`config.mk`:
```
export PLATFORM = sky130hd
export DESIGN_NAME = noise_arb
export DESIGN_NICKNAME = d
export VERILOG_FILES = /design/src/rtl/noise_arb.sv
export SDC_FILE = /design/constraint.sdc
export NUM_CORES = 1
export LEC_CHECK = 0
export CAP_MARGIN = 20
export CORE_UTILIZATION = 45
export DETAILED_ROUTE_END_ITERATION = 16
export PLACE_DENSITY_LB_ADDON = 0.15
export SLEW_MARGIN = 25
export SYNTH_ARGS = -nofsm -noshare
export SYNTH_HDL_FRONTEND = slang
export SYNTH_SLANG_ARGS = --single-unit
export TNS_END_PERCENT = 5
```
`constraint.sdc`:
```
create_clock -name clk -period 1.8 [get_ports clk]
set_input_delay 0.27 -clock clk [delete_from_list [all_inputs] [get_ports clk]]
set_output_delay 0.27 -clock clk [all_outputs]
set_load 0.05 [all_outputs]
```
`src/rtl/noise_arb.sv`:
```
// rtl/noise_arb.sv - round-robin arbiter sharing one 23-bit noise LFSR among voices
module noise_arb #(
  parameter int NUM_REQ = 4,
  parameter int STEPS   = 8
) (
  input  logic               clk,
  input  logic               rst,
  input  logic [NUM_REQ-1:0] req,
  output logic [NUM_REQ-1:0] ack,
  output logic [7:0]         dout,
  input  logic               seed_we,
  input  logic [22:0]        seed,
  output logic               busy
);

  localparam logic [22:0] SEED_DEF = 23'h37242B;
  localparam int IW = $clog2(NUM_REQ);
  localparam int CW = $clog2(STEPS + 1);

  typedef enum logic [1:0] {IDLE, STEP, DONE} state_t;

  state_t          state, state_n;
  logic [22:0]     s, s_n;
  logic [CW-1:0]   cnt, cnt_n;
  logic [IW-1:0]   win, win_n;
  logic [IW-1:0]   ptr, ptr_n;
  logic [NUM_REQ-1:0] ack_n;
  logic [7:0]      dout_n;
  logic            busy_n;
  logic            found;
  logic [IW-1:0]   grant;
  logic [22:0]     s_step;
  int              idx;

  function automatic logic [22:0] lfsr_step(input logic [22:0] v);
    return (v == 23'd0) ? SEED_DEF : {v[21:0], v[22] ^ v[17]};
  endfunction

  function automatic logic [7:0] taps(input logic [22:0] v);
    return {v[22], v[20], v[16], v[13], v[11], v[7], v[4], v[2]};
  endfunction

  assign s_step = lfsr_step(s);

  // First set request at or after ptr, wrapping at NUM_REQ.
  always_comb begin
    found = 1'b0;
    grant = ptr;
    idx   = 0;
    for (int i = 0; i < NUM_REQ; i++) begin
      idx = int'(ptr) + i;
      if (idx >= NUM_REQ) idx = idx - NUM_REQ;
      if (!found && req[idx[IW-1:0]]) begin
        found = 1'b1;
        grant = idx[IW-1:0];
      end
    end
  end

  always_comb begin
    state_n = state;
    s_n     = s;
    cnt_n   = cnt;
    win_n   = win;
    ptr_n   = ptr;
    ack_n   = ack;
    dout_n  = dout;
    case (state)
      IDLE: begin
        if (seed_we) begin
          s_n = (seed == 23'd0) ? SEED_DEF : seed;
        end else if (found) begin
          win_n   = grant;
          cnt_n   = CW'(STEPS - 1);
          state_n = STEP;
        end
      end
      STEP: begin
        s_n = s_step;
        if (cnt == '0) begin
          state_n    = DONE;
          dout_n     = taps(s_step);
          ack_n      = '0;
          ack_n[win] = 1'b1;
        end else begin
          cnt_n = cnt - 1'b1;
        end
      end
      DONE: begin
        ack_n   = '0;
        ptr_n   = (win == IW'(NUM_REQ - 1)) ? '0 : win + 1'b1;
        state_n = IDLE;
      end
      default: begin
        ack_n   = '0;
        state_n = IDLE;
      end
    endcase
    busy_n = (state_n != IDLE);
  end

  always_ff @(posedge clk or posedge rst) begin
    if (rst) begin
      state <= IDLE;
      s     <= SEED_DEF;
      cnt   <= '0;
      win   <= '0;
      ptr   <= '0;
      ack   <= '0;
      dout  <= 8'h00;
      busy  <= 1'b0;
    end else begin
      state <= state_n;
      s     <= s_n;
      cnt   <= cnt_n;
      win   <= win_n;
      ptr   <= ptr_n;
      ack   <= ack_n;
      dout  <= dout_n;
      busy  <= busy_n;
    end
  end

endmodule

```
; Yosys cells after proc, flatten, opt, wreduce, memory -nomap -nowiden
; Index checks and enable logic that the tools add are counted.
[totals]
input_bits = 30
output_inout_bits = 13
ff_bits = 46
word_cells = 93
[op_classes]
n_addsub = 9
n_reduce_logical = 18
n_bitwise = 3
n_eq_ne = 8
n_mux = 37
n_lt_le_gt_ge = 10
[op_table]
columns = cell, n
row1 = 2-to-1 mux 23 bit, 3
row2 = logical NOT 23 bit, 2
row3 = case mux 23 bit (2 select lines), 1
row4 = 2-to-1 mux 2 bit, 12
row5 = 2-to-1 mux 4 bit, 4
row6 = case mux 4 bit (2 select lines), 2
row7 = < comparator 2 x 3 -> 1 bit (second input constant), 5
row8 = != test 2 bit (second input constant), 5
row9 = greater-or-equal comparator 3 bit (second input constant), 3
row10 = 2-to-1 mux 1 bit, 9
row11 = binary-select mux 1 bit (select 2 bit), 4
row12 = subtractor 2 x 1 -> 2 bit (second input constant), 4
row13 = adder 2 x 2 -> 3 bit (second input constant), 2
row14 = AND reduction 2 bit, 3
row15 = == test 2 bit (second input constant), 2
row16 = logical AND 1 bit, 4
row17 = logical NOT 4 bit, 1
row18 = case mux 2 bit (2 select lines), 1
row19 = AND reduction 4 bit, 1
row20 = nonzero test 2 bit, 2
row21 = subtractor 4 x 1 -> 4 bit (second input constant), 1
row22 = adder 2 x 1 -> 3 bit (second input constant), 1
row23 = greater-or-equal comparator 2 x 3 -> 1 bit (second input constant), 1
row24 = logical NOT 1 bit, 3
row25 = 8 further kinds, 9

; Longest topological paths before layout
; Gate-level depths: netlist (run 1).
[depth]
depth_word = 18
mapped_depth = 8

; Least setup slack after synthesis (run 1)
; OpenSTA, ideal clock, no wires.
[synth_path]
path_kind = flip-flop to flip-flop
from = register cnt[0]
to = register dout[4]
arrival_time_ps = 1458
path_stages_with_launch = 9
path_slack_ps = 265
required_ps = 1723
path_cell_list = dfrtp_1 > inv_1 > ha_1 > nor3b_2 > nand2_2 > inv_2 > buf_6 > nor2_1 > a21oi_1
[synth_between]
elab_chain_len = 2
[synth_lines]
columns = item, line
row1 = from (decl), 24  ; logic [CW-1:0] cnt, cnt_n;
row2 = from (signal assigned), 115  ; cnt <= cnt_n;
row3 = logical NOT 4 bit, 80  ; if (cnt == '0) begin
row4 = AND reduction 2 bit (no line), n/a
row5 = to (signal assigned), 119  ; dout <= dout_n;
row6 = to (decl), 10  ; output logic [7:0] dout,
; No other way between the ends.
; A chain may end at the register's enable or synchronous reset.

; Worst setup path in the final report (run 1)
[layout_path]
from = register dout[2]
to = output port dout[2]
; No word-level cell between the ends.

==> impl_metrics.py, run 1 <==
metrics = {
    "yosys": {
        "synth_area_um2": 2290,
        "ys_top_cells_by_count": "nand2_1 (58), dfrtp_1 (35), a22oi_1 (22), dfstp_2 (11)",
        "synth-async-reset-ratio": 1.00,
        "synth-main-ff-cell": "dfrtp_1",
        "synth_nets": 264,
        "synth.distinct_cells": 43,
        "synth_top_cell_area_share": 0.383,
        "synth_top_cell_by_area": "dfrtp_1",
        "synth_edf_count": 0,
        "syn_inst": 229,
        "syn_avg_cell_area_um2": 9.98,
        "synth_top_cells_by_area": "dfrtp_1 (38%), dfstp_2 (13%), nand2_1 (9.5%), a22oi_1 (7.2%), nand3_2 (3.9%)",
        "synth_seq_cells": 46,
        "yosysSeqAreaShare": 0.510,
        "synth_most_common_cell": "nand2_1",
        "yosys_warnings": 0,
    },
    "timing": {
        "final-hold-violation-count": 0,
        "min_period_over_period": 0.972,
        "relSlewSlack": 0.661,
        "period_needed_ps": 1750,
        "max_freq_mhz": 571,
        "skew_ps": 10.6,
        "setup_viol": 0,
        "tightestPinTransition_ps": 507,
        "slew_viol_final": 0,
    },
    "clock_tree": {
        "cts_buffers": 5,
        "h-tree-depth": 2,
        "clkSinkCount": 46,
        "cts-hold-fix-buffers": 0,
        "clockBufferDepth": 2,
        "path_clk_slew_ps": 90,
        "ctsRootBufferMaster": "clkbuf_8",
        "cts_tree": "yes",
        "worstSkewPairLatency_ps": 310,
    },
    "detailed_routing": {
        "vias": 1924,
        "dr.pass1.iters": 4,
        "wire_per_inst_um": 14.8,
        "drcViolationCount": 0,
        "ant_nets": 0,
        "vias_per_cell": 5.53,
        "drt-total-wl_um": 5150,
        "drtIter0Drc": 100,
    },
    "worst_setup_path": {
        "critPathKind": "reg2out",
        "max_stage_delay_ps": 820,
        "worst-path-buf-inv": 1,
        "cp_top_family": "buffers and inverters",
        "cp_max_fo": 2,
        "crit_path_end_kind": "output pin",
        "worstPathArrival_ps": 1480,
        "crit_chain": "clkdlybuf4s50_1",
        "slowest_stage": "clkdlybuf4s50_1",
        "start_kind": "flop",
        "crit_required_ps": 1530,
    },
    "floorplanning": {
        "die_area_um2": 5370,
        "rows": 25,
        "core_um2": 4820,
        "top_level_ports": 43,
        "die_x_um": 73.3,
        "initial_utilization": 0.475,
        "die_h_um": 73.3,
    },
    "cells_and_area": {
        "num-fill-cells": 469,
        "fin_nets": 315,
        "register_area_um2": 1160,
        "final_layout_size_suffix_gt1_frac": 0.185,
        "instances_no_fill": 348,
        "diodes": 0,
        "design_area_um2": 2960,
        "areaGrowthSynthToFinish_pct": 29.7,
        "multi_input_area_um2": 1040,
    },
    "placed_design": {
        "placed_cells": 340,
        "port_buffers": 42,
        "gp_congestion": 0.850,
        "hpwl_um": 3760,
        "place_area_um2": 2850,
    },
    "power_and_ir_drop": {
        "pwr-share-comb": 0.444,
        "switching_share": 0.415,
        "peakVddDrop_mv": 0.761,
        "leakage_uw": 0.00128,
        "power_density_nw_per_um2": 1740,
        "clockPowerShare": 0.149,
        "power.internal_uw": 3020,
        "seq_power_share": 0.407,
        "p_sw_uw": 2150,
    },
    "flow_run": {
        "maxCapViolations": 0,
    },
    "grt": {
        "antenna_found_initial": 0,
        "grt_max_degree": 47,
        "grt.overflow.total": 0,
        "grt_pass1_wl_um": 8580,
        "grt_usage": 0.218,
        "grt_pass1_vias": 1751,
    },
    "worst_hold_path": {
        "min_path_type": "in2async",
    },
    "status": {
        "status": "completed",
    },
}
==> cells in the final DEF, fill, tap and decap left out, types with 2 or more instances in the layout <==
cell	count
o22a_1	2
a21oi_1	9
nor4_2	4
clkbuf_8	5
nor3_1	4
buf_4	9
nand3_2	9
o31ai_1	2
ha_1	5
a221oi_1	2
nand3_1	2
dfstp_2	11
dfrtp_1	35
a31oi_1	3
inv_1	6
a22o_1	4
nor2_1	9
nand2_1	58
nor4_1	7
nand2b_1	3
clkdlybuf4s50_1	42
nand4_1	2
buf_12	2
a22oi_1	22
==> registers in the layout, summed over array words and instances, names as in the netlist <==
name   count
win        2
state      2
cnt        4
ptr        2
ack        4
s         23
busy       1
dout       8
==> layer usage <==
metal / up-vias / part of all wire / GRT usage
met3: 9 / 0.053 / 0.0549
li1: 931 / - / -
met5: - / 0 / 0
met2: 53 / 0.46 / 0.324
met1: 931 / 0.47 / 0.305
met4: 0 / 0.017 / 0.0850
==> through the flow <==
| step | TNS, ps | hold WS, ps | worst slack, ps | total power (uW) | utilization |
|---|---|---|---|---|---|
| after floorplan | 0 | 398 | 265 | 3660 | - |
| after global placement | 0 | 457 | 21.6 | 4360 | 0.591 |
| after detailed placement | 0 | 461 | 28.0 | 4410 | 0.591 |
| after CTS | 0 | 307 | 13.4 | 5190 | 0.614 |
| after global routing | -13.2 | 312 | -9.04 | 5530 | 0.615 |
| final | 0 | 295 | 49.7 | 5170 | 0.615 |
==> layout make-up <==
type / count / area share
clock buffer: 6 / 0.0245
sequential: 46 / 0.393
clock inverter: 2 / 0.0127
tap: 67 / 0.0283
multi-input combinational: 166 / 0.352
inverter: 8 / 0.0110
timing repair buffer: 53 / 0.178
==> worst paths after layout <==
kind / startpoint / end / slack, ps / cells past startpoint
worst max-delay path: dout[2] / dout[2] / 50 / 1
worst min-delay path: rst / dout[3] / 290 / 3
worst max register to register: cnt[0] / dout[5] / 140 / 7
worst min register to register: dout[0] / dout[0] / 480 / 2
max in group asynchronous: rst / s[0] / 1230 / 3
min in group clk: dout[0] / dout[0] / 480 / 2
==> timing repair <==
item	CTS	global route
gates resized for setup	0	2
hold endpoints to repair	0	0
setup endpoints to repair	0	12
setup buffers	0	0
==> logic make-up (layout without fill, tap and decap cells) <==
family | count (synthesis) | count (layout) | synth area share
simple gates | 108 | 108 | 0.252
compound gates | 51 | 51 | 0.165
flops | 46 | 46 | 0.510
buf+inv | 17 | 69 | 0.0372
fa+ha+maj | 5 | 5 | 0.0274
xor+xnor | 1 | 1 | 0.00383
mux | 1 | 1 | 0.00493
==> power by group through the flow <==
stage / Clock, uW / Sequential [uW] / Combinational, uW
2_1_floorplan: 0 / 2440 / 1220
3_3_place_gp: 0 / 2100 / 2260
3_5_place_dp: 0 / 2110 / 2300
4_1_cts: 784 / 2090 / 2310
5_1_grt: 841 / 2170 / 2510
6_report: 772 / 2110 / 2290
==> worst register-to-register path: stages (launching register included) <==
cell and delay, ps:
dfrtp_1 410, inv_1 70, ha_1 180, nor3b_4 340, nand2_2 230, inv_4 190
nor2_1 60, a21oi_1 110
No activity file was read; power rests on OpenSTA's default activity.
==> run 2, diff against run 1 <==
ABC_AREA = 0   (was not set)
CELL_PAD_IN_SITES_DETAIL_PLACEMENT = 1   (was not set)
CELL_PAD_IN_SITES_GLOBAL_PLACEMENT = 2   (was not set)
CORE_ASPECT_RATIO = 0.5   (was not set)
CORE_UTILIZATION = 32   (was 45)
==> run 2 against run 1 <==
Final cell count increased by 9.8%. Clock power is 21% higher. Non-clock buffer count grew 9. Combinational power increased by 5%. Sequential share of layout area is 1.7 points lower. Hold slack better by 22 ps. Flip-flop and latch count unchanged. First-iteration DRC count down 34%. Register-to-register slack improved by 50 ps. Via count increased by 3.1%. Sequential power about the same. Largest power group unchanged.
==> impl_metrics.py, run 2 (synthesis gave the netlist of run 1 again) <==
metrics = {
    "status": {
        "status": "completed",
    },
    "cells_and_area": {
        "final_layout_size_suffix_gt1_frac": 0.221,
        "final_common_cell": "nand2_1",
        "top_regs": "s: 23 flops, dout: 8 flops",
        "diodes": 0,
        "areaGrowthSynthToFinish_pct": 35.6,
        "instances_no_fill": 382,
        "final_cell_mix": "nand2_1 (58), clkdlybuf4s50_1 (39), dfrtp_1 (35), a22oi_1 (22), buf_4 (20)",
        "regMostFlops": "s",
        "fin_nets": 324,
        "largest_reg_flops": 23,
    },
    "worst_setup_path": {
        "crit_path_end_kind": "output pin",
        "cp_max_fo": 2,
        "critPathKind": "reg2out",
        "reg2regPathDepth": 7,
        "cp_top_family": "buffers and inverters",
        "crit_required_ps": 1530,
        "worstPathArrival_ps": 1470,
        "worst-path-buf-inv": 1,
        "crit_chain": "clkdlybuf4s50_1",
        "max_stage_delay_ps": 810,
        "r2r-start": "cnt[0]",
        "start_kind": "flop",
        "r2r_slack_ps": 190,
        "crit_cells": 1,
        "timing.rr.end": "cnt[3]",
        "slowest_stage": "clkdlybuf4s50_1",
        "crit_start": "dout[6]",
    },
    "floorplanning": {
        "die_h_um": 61.8,
        "die_x_um": 122,
        "die_area_um2": 7510,
        "core_um2": 6810,
        "top_level_ports": 43,
        "rows": 21,
        "initial_utilization": 0.336,
    },
    "timing": {
        "period_needed_ps": 1740,
        "final-hold-violation-count": 0,
        "skew_ps": 7.12,
        "slew_viol_final": 0,
        "relSlewSlack": 0.659,
        "setup_ws_ps": 57.4,
        "min_period_over_period": 0.968,
        "max_freq_mhz": 574,
        "rsz0062_at_grt": "no",
        "setup_viol": 0,
        "tightestPinTransition_ps": 510,
    },
    "detailed_routing": {
        "drt-total-wl_um": 6240,
        "dr.pass1.iters": 4,
        "vias": 1983,
        "ant_nets": 0,
        "vias_per_cell": 5.19,
        "drtIter0Drc": 66,
        "drcViolationCount": 0,
        "wire_per_inst_um": 16.3,
    },
    "placed_design": {
        "port_buffers": 42,
        "placed_cells": 373,
        "hpwl_um": 4600,
        "pre_cts_slack_ps": -94.8,
        "gp_congestion": 0.840,
    },
    "flow_run": {
        "maxCapViolations": 0,
    },
    "power_and_ir_drop": {
        "peakVddDrop_mv": 0.699,
        "leakage_uw": 0.00136,
        "power_density_nw_per_um2": 1760,
    },
    "clock_tree": {
        "path_clk_slew_ps": 70,
        "worstSkewPairLatency_ps": 300,
        "clockBufferDepth": 2,
        "h-tree-depth": 2,
        "cts_buffers": 5,
        "cts_tree": "yes",
        "clkSinkCount": 46,
        "ctsRootBufferMaster": "clkbuf_16",
    },
    "grt": {
        "antenna_found_initial": 0,
        "grt.overflow.total": 0,
        "grt_pass1_vias": 1952,
        "grt_pass1_wl_um": 10000,
        "grt_usage": 0.181,
        "grt_max_degree": 47,
    },
    "worst_hold_path": {
        "min_path_type": "in2async",
    },
}
[run 2: power breakdown]
group	switching, uW	internal, uW
sequential	490	1630
combinational	1400	1010
clock	420	516
[run 2: worst max path at each step]
stage          endpoint  slack, ps
2_1_floorplan   dout[4]        260
3_3_place_gp      s[10]        -70
3_5_place_dp      s[16]        -90
4_1_cts         dout[6]         40
5_1_grt         dout[6]         20
6_report        dout[6]         60
[run 2: area by class of cell]
type                            instances  area, um^2
Clock buffer                            6         129
Tap cell                               92         115
Multi-Input combinational cell        166        1040
Inverter                                8        32.5
Timing Repair Buffer                   62         601
Sequential cell                        46        1160
Clock inverter                          2        13.8
Fill cell                             780        3700
[run 2: timing repair]
action | 4_1_cts | 5_1_grt
hold buffers | 0 | 0
gates resized for setup | 1 | 1
setup buffers | 0 | 1
endpoints found under the setup margin | 7 | 11
[run 2: layer usage]
| metal | vias up | part of all wire | global-route usage |
|---|---|---|---|
| met5 | - | 0 | 0 |
| met2 | 39 | 0.45 | 0.295 |
| met3 | 9 | 0.044 | 0.0484 |
| met1 | 987 | 0.50 | 0.239 |
| met4 | 0 | 0.015 | 0.0635 |
| li1 | 948 | - | - |
[run 2: through the flow]
step	hold WS, ps	setup TNS (ps)	utilization	cell area (um^2)	power (uW)
6_report	317	0	0.456	3100	5470
5_1_grt	383	0	0.456	3100	5840
4_1_cts	334	0	0.454	3090	5500
3_5_place_dp	469	-1030	0.432	2940	4550
3_3_place_gp	463	-699	0.432	2940	4450
2_1_floorplan	398	0	-	2290	3660
==> run 3, diff against run 2 <==
--- a/config.mk
+++ b/config.mk
@@ -12,3 +12,3 @@
 export CORE_ASPECT_RATIO = 0.5
-export CORE_UTILIZATION = 32
+export CORE_UTILIZATION = 30
 export DETAILED_ROUTE_END_ITERATION = 16
--- a/constraint.sdc
+++ b/constraint.sdc
@@ -3,2 +3,2 @@
 set_output_delay 0.27 -clock clk [all_outputs]
-set_load 0.05 [all_outputs]
+set_load 0.02 [all_outputs]
==> run 3 against run 2 <==
The flow now finishes with violations (DRC). Total power shrank 4.0%. Utilization shrank 3.1 points. Non-clock buffer count unchanged. Clock-buffer cell count increased by 1. Global-route usage fell by 0.48 points. Clock power rose by 0.9%. Via count decreased by 0.91%. Clock skew fell by 0.86 ps. Wire length is 1.6% higher. Maximum frequency is 2.5% higher. Largest power group unchanged.
==> impl_metrics.py, run 3 (synthesis gave the netlist of run 1 again) <==
metrics = {
    "worst_setup_path": {
        "crit_required_ps": 1980,
        "start_kind": "flop",
        "reg2regPathDepth": 7,
        "cp_max_fo": 7,
        "critPathKind": "reg2reg",
        "crit_start": "cnt[0]",
        "r2r-start": "cnt[0]",
        "crit_path_end_kind": "flop",
        "worstPathArrival_ps": 1880,
    },
    "placed_design": {
        "port_buffers": 42,
        "place_area_um2": 2960,
        "hpwl_um": 4710,
        "gp_congestion": 0.742,
    },
    "detailed_routing": {
        "drcViolationCount": 2,
        "ant_nets": 0,
        "drt-total-wl_um": 6340,
        "vias": 1965,
        "vias_per_cell": 5.09,
        "wire_per_inst_um": 16.4,
        "drtIter0Drc": 102,
        "dr.pass1.iters": 10,
    },
    "worst_hold_path": {
        "min_path_type": "in2async",
    },
    "timing": {
        "min_period_over_period": 0.945,
        "relSlewSlack": 0.726,
        "rsz0062_at_grt": "no",
        "max_freq_mhz": 588,
        "tightestPinTransition_ps": 408,
        "setup_viol": 0,
        "final-hold-violation-count": 0,
        "fin_tns_setup_ps": 0,
        "skew_ps": 6.26,
        "slew_viol_final": 0,
        "period_needed_ps": 1700,
    },
    "grt": {
        "grt_pass1_wl_um": 10900,
        "grt_usage": 0.177,
        "grt.overflow.total": 0,
        "antenna_found_initial": 0,
        "grt_max_degree": 47,
        "grt_pass1_vias": 2091,
    },
    "cells_and_area": {
        "top_regs": "s: 23 flops, dout: 8 flops",
        "design_area_um2": 3120,
        "final_common_cell": "nand2_1",
        "final_layout_size_suffix_gt1_frac": 0.210,
        "largest_reg_flops": 23,
        "diodes": 0,
        "final_util": 0.425,
        "register_area_um2": 1160,
        "fin_nets": 324,
        "multi_input_area_um2": 1050,
        "regMostFlops": "s",
        "areaGrowthSynthToFinish_pct": 36.6,
        "final_cell_mix": "nand2_1 (58), clkdlybuf4s50_1 (42), dfrtp_1 (35), a22oi_1 (22), buf_4 (17)",
        "num-fill-cells": 838,
    },
    "clock_tree": {
        "clockBufferDepth": 2,
        "h-tree-depth": 2,
        "post_cts_buffers": 0,
        "ctsRootBufferMaster": "clkbuf_16",
        "cts_buffers": 5,
        "path_clk_slew_ps": 60,
        "clkSinkCount": 46,
        "cts_tree": "yes",
        "worstSkewPairLatency_ps": 290,
        "cts-hold-fix-buffers": 0,
        "ctsResizeCount": 0,
    },
    "floorplanning": {
        "initial_utilization": 0.311,
        "core_um2": 7350,
        "die_area_um2": 7990,
        "die_h_um": 63.7,
        "rows": 22,
        "top_level_ports": 43,
        "die_x_um": 125,
    },
    "flow_run": {
        "maxCapViolations": 0,
    },
    "power_and_ir_drop": {
        "power_density_nw_per_um2": 1680,
        "peakVddDrop_mv": 0.439,
        "leakage_uw": 0.00136,
    },
    "status": {
        "violations": "DRC",
        "status": "finished, violations left",
    },
}
## run 3: cell count changes in the layout (fill, tap and decap cells not counted), sizes merged
cell | before | now
clkdlybuf4s50 | 39 | 42
clkinv | 3 | 2
buf | 23 | 20
clkbuf | 6 | 7
## run 3: routing by layer
metal	part of all wire	GRT usage	vias up
li1	-	-	944
met1	0.49	0.241	974
met2	0.45	0.270	41
met3	0.049	0.0518	6
met4	0.0096	0.0503	0
met5	0	0	-
## run 3: metrics by stage
| stage | worst slack [ps] | hold WS [ps] | instances | power (uW) |
|---|---|---|---|---|
| after global placement | -210 | 459 | 378 | 4230 |
| after global routing | 0.555 | 352 | 386 | 5650 |
| after CTS | 28.8 | 355 | 386 | 5270 |
| after detailed placement | -142 | 466 | 378 | 4310 |
| final | 99.9 | 335 | 386 | 5250 |
| after floorplan | 277 | 398 | 229 | 3370 |
## run 3: worst max-delay path, stage by stage (launching register included)
cell	delay (ps)
dfrtp_1	410
inv_1	70
ha_1	230
nor3b_4	190
buf_4	150
o22ai_4	240
a21oi_1	110
a31o_1	190
## run 3: final timing paths
path                            to  slack [ps]
min in group clk           dout[1]         480
max                         cnt[3]         100
max in group asynchronous     s[1]        1180
max reg2reg                 cnt[3]         100
min                         ack[0]         340
min reg2reg                dout[1]         480
## run 3: cell type report
class,instances,share of cell area
well taps,96,0.0385
flip-flops and latches,46,0.373
clock buffers,7,0.0457
multi-input cells,166,0.336
clock inverters,1,0.00160
repair buffers,62,0.195
inverters,8,0.0104
## run 3: power by group
part / switching (uW) / leakage [uW] / internal [uW]
Combinational: 1100 / 0.000749 / 1060
Sequential: 515 / 0.000537 / 1630
Clock: 392 / 0.0000739 / 551
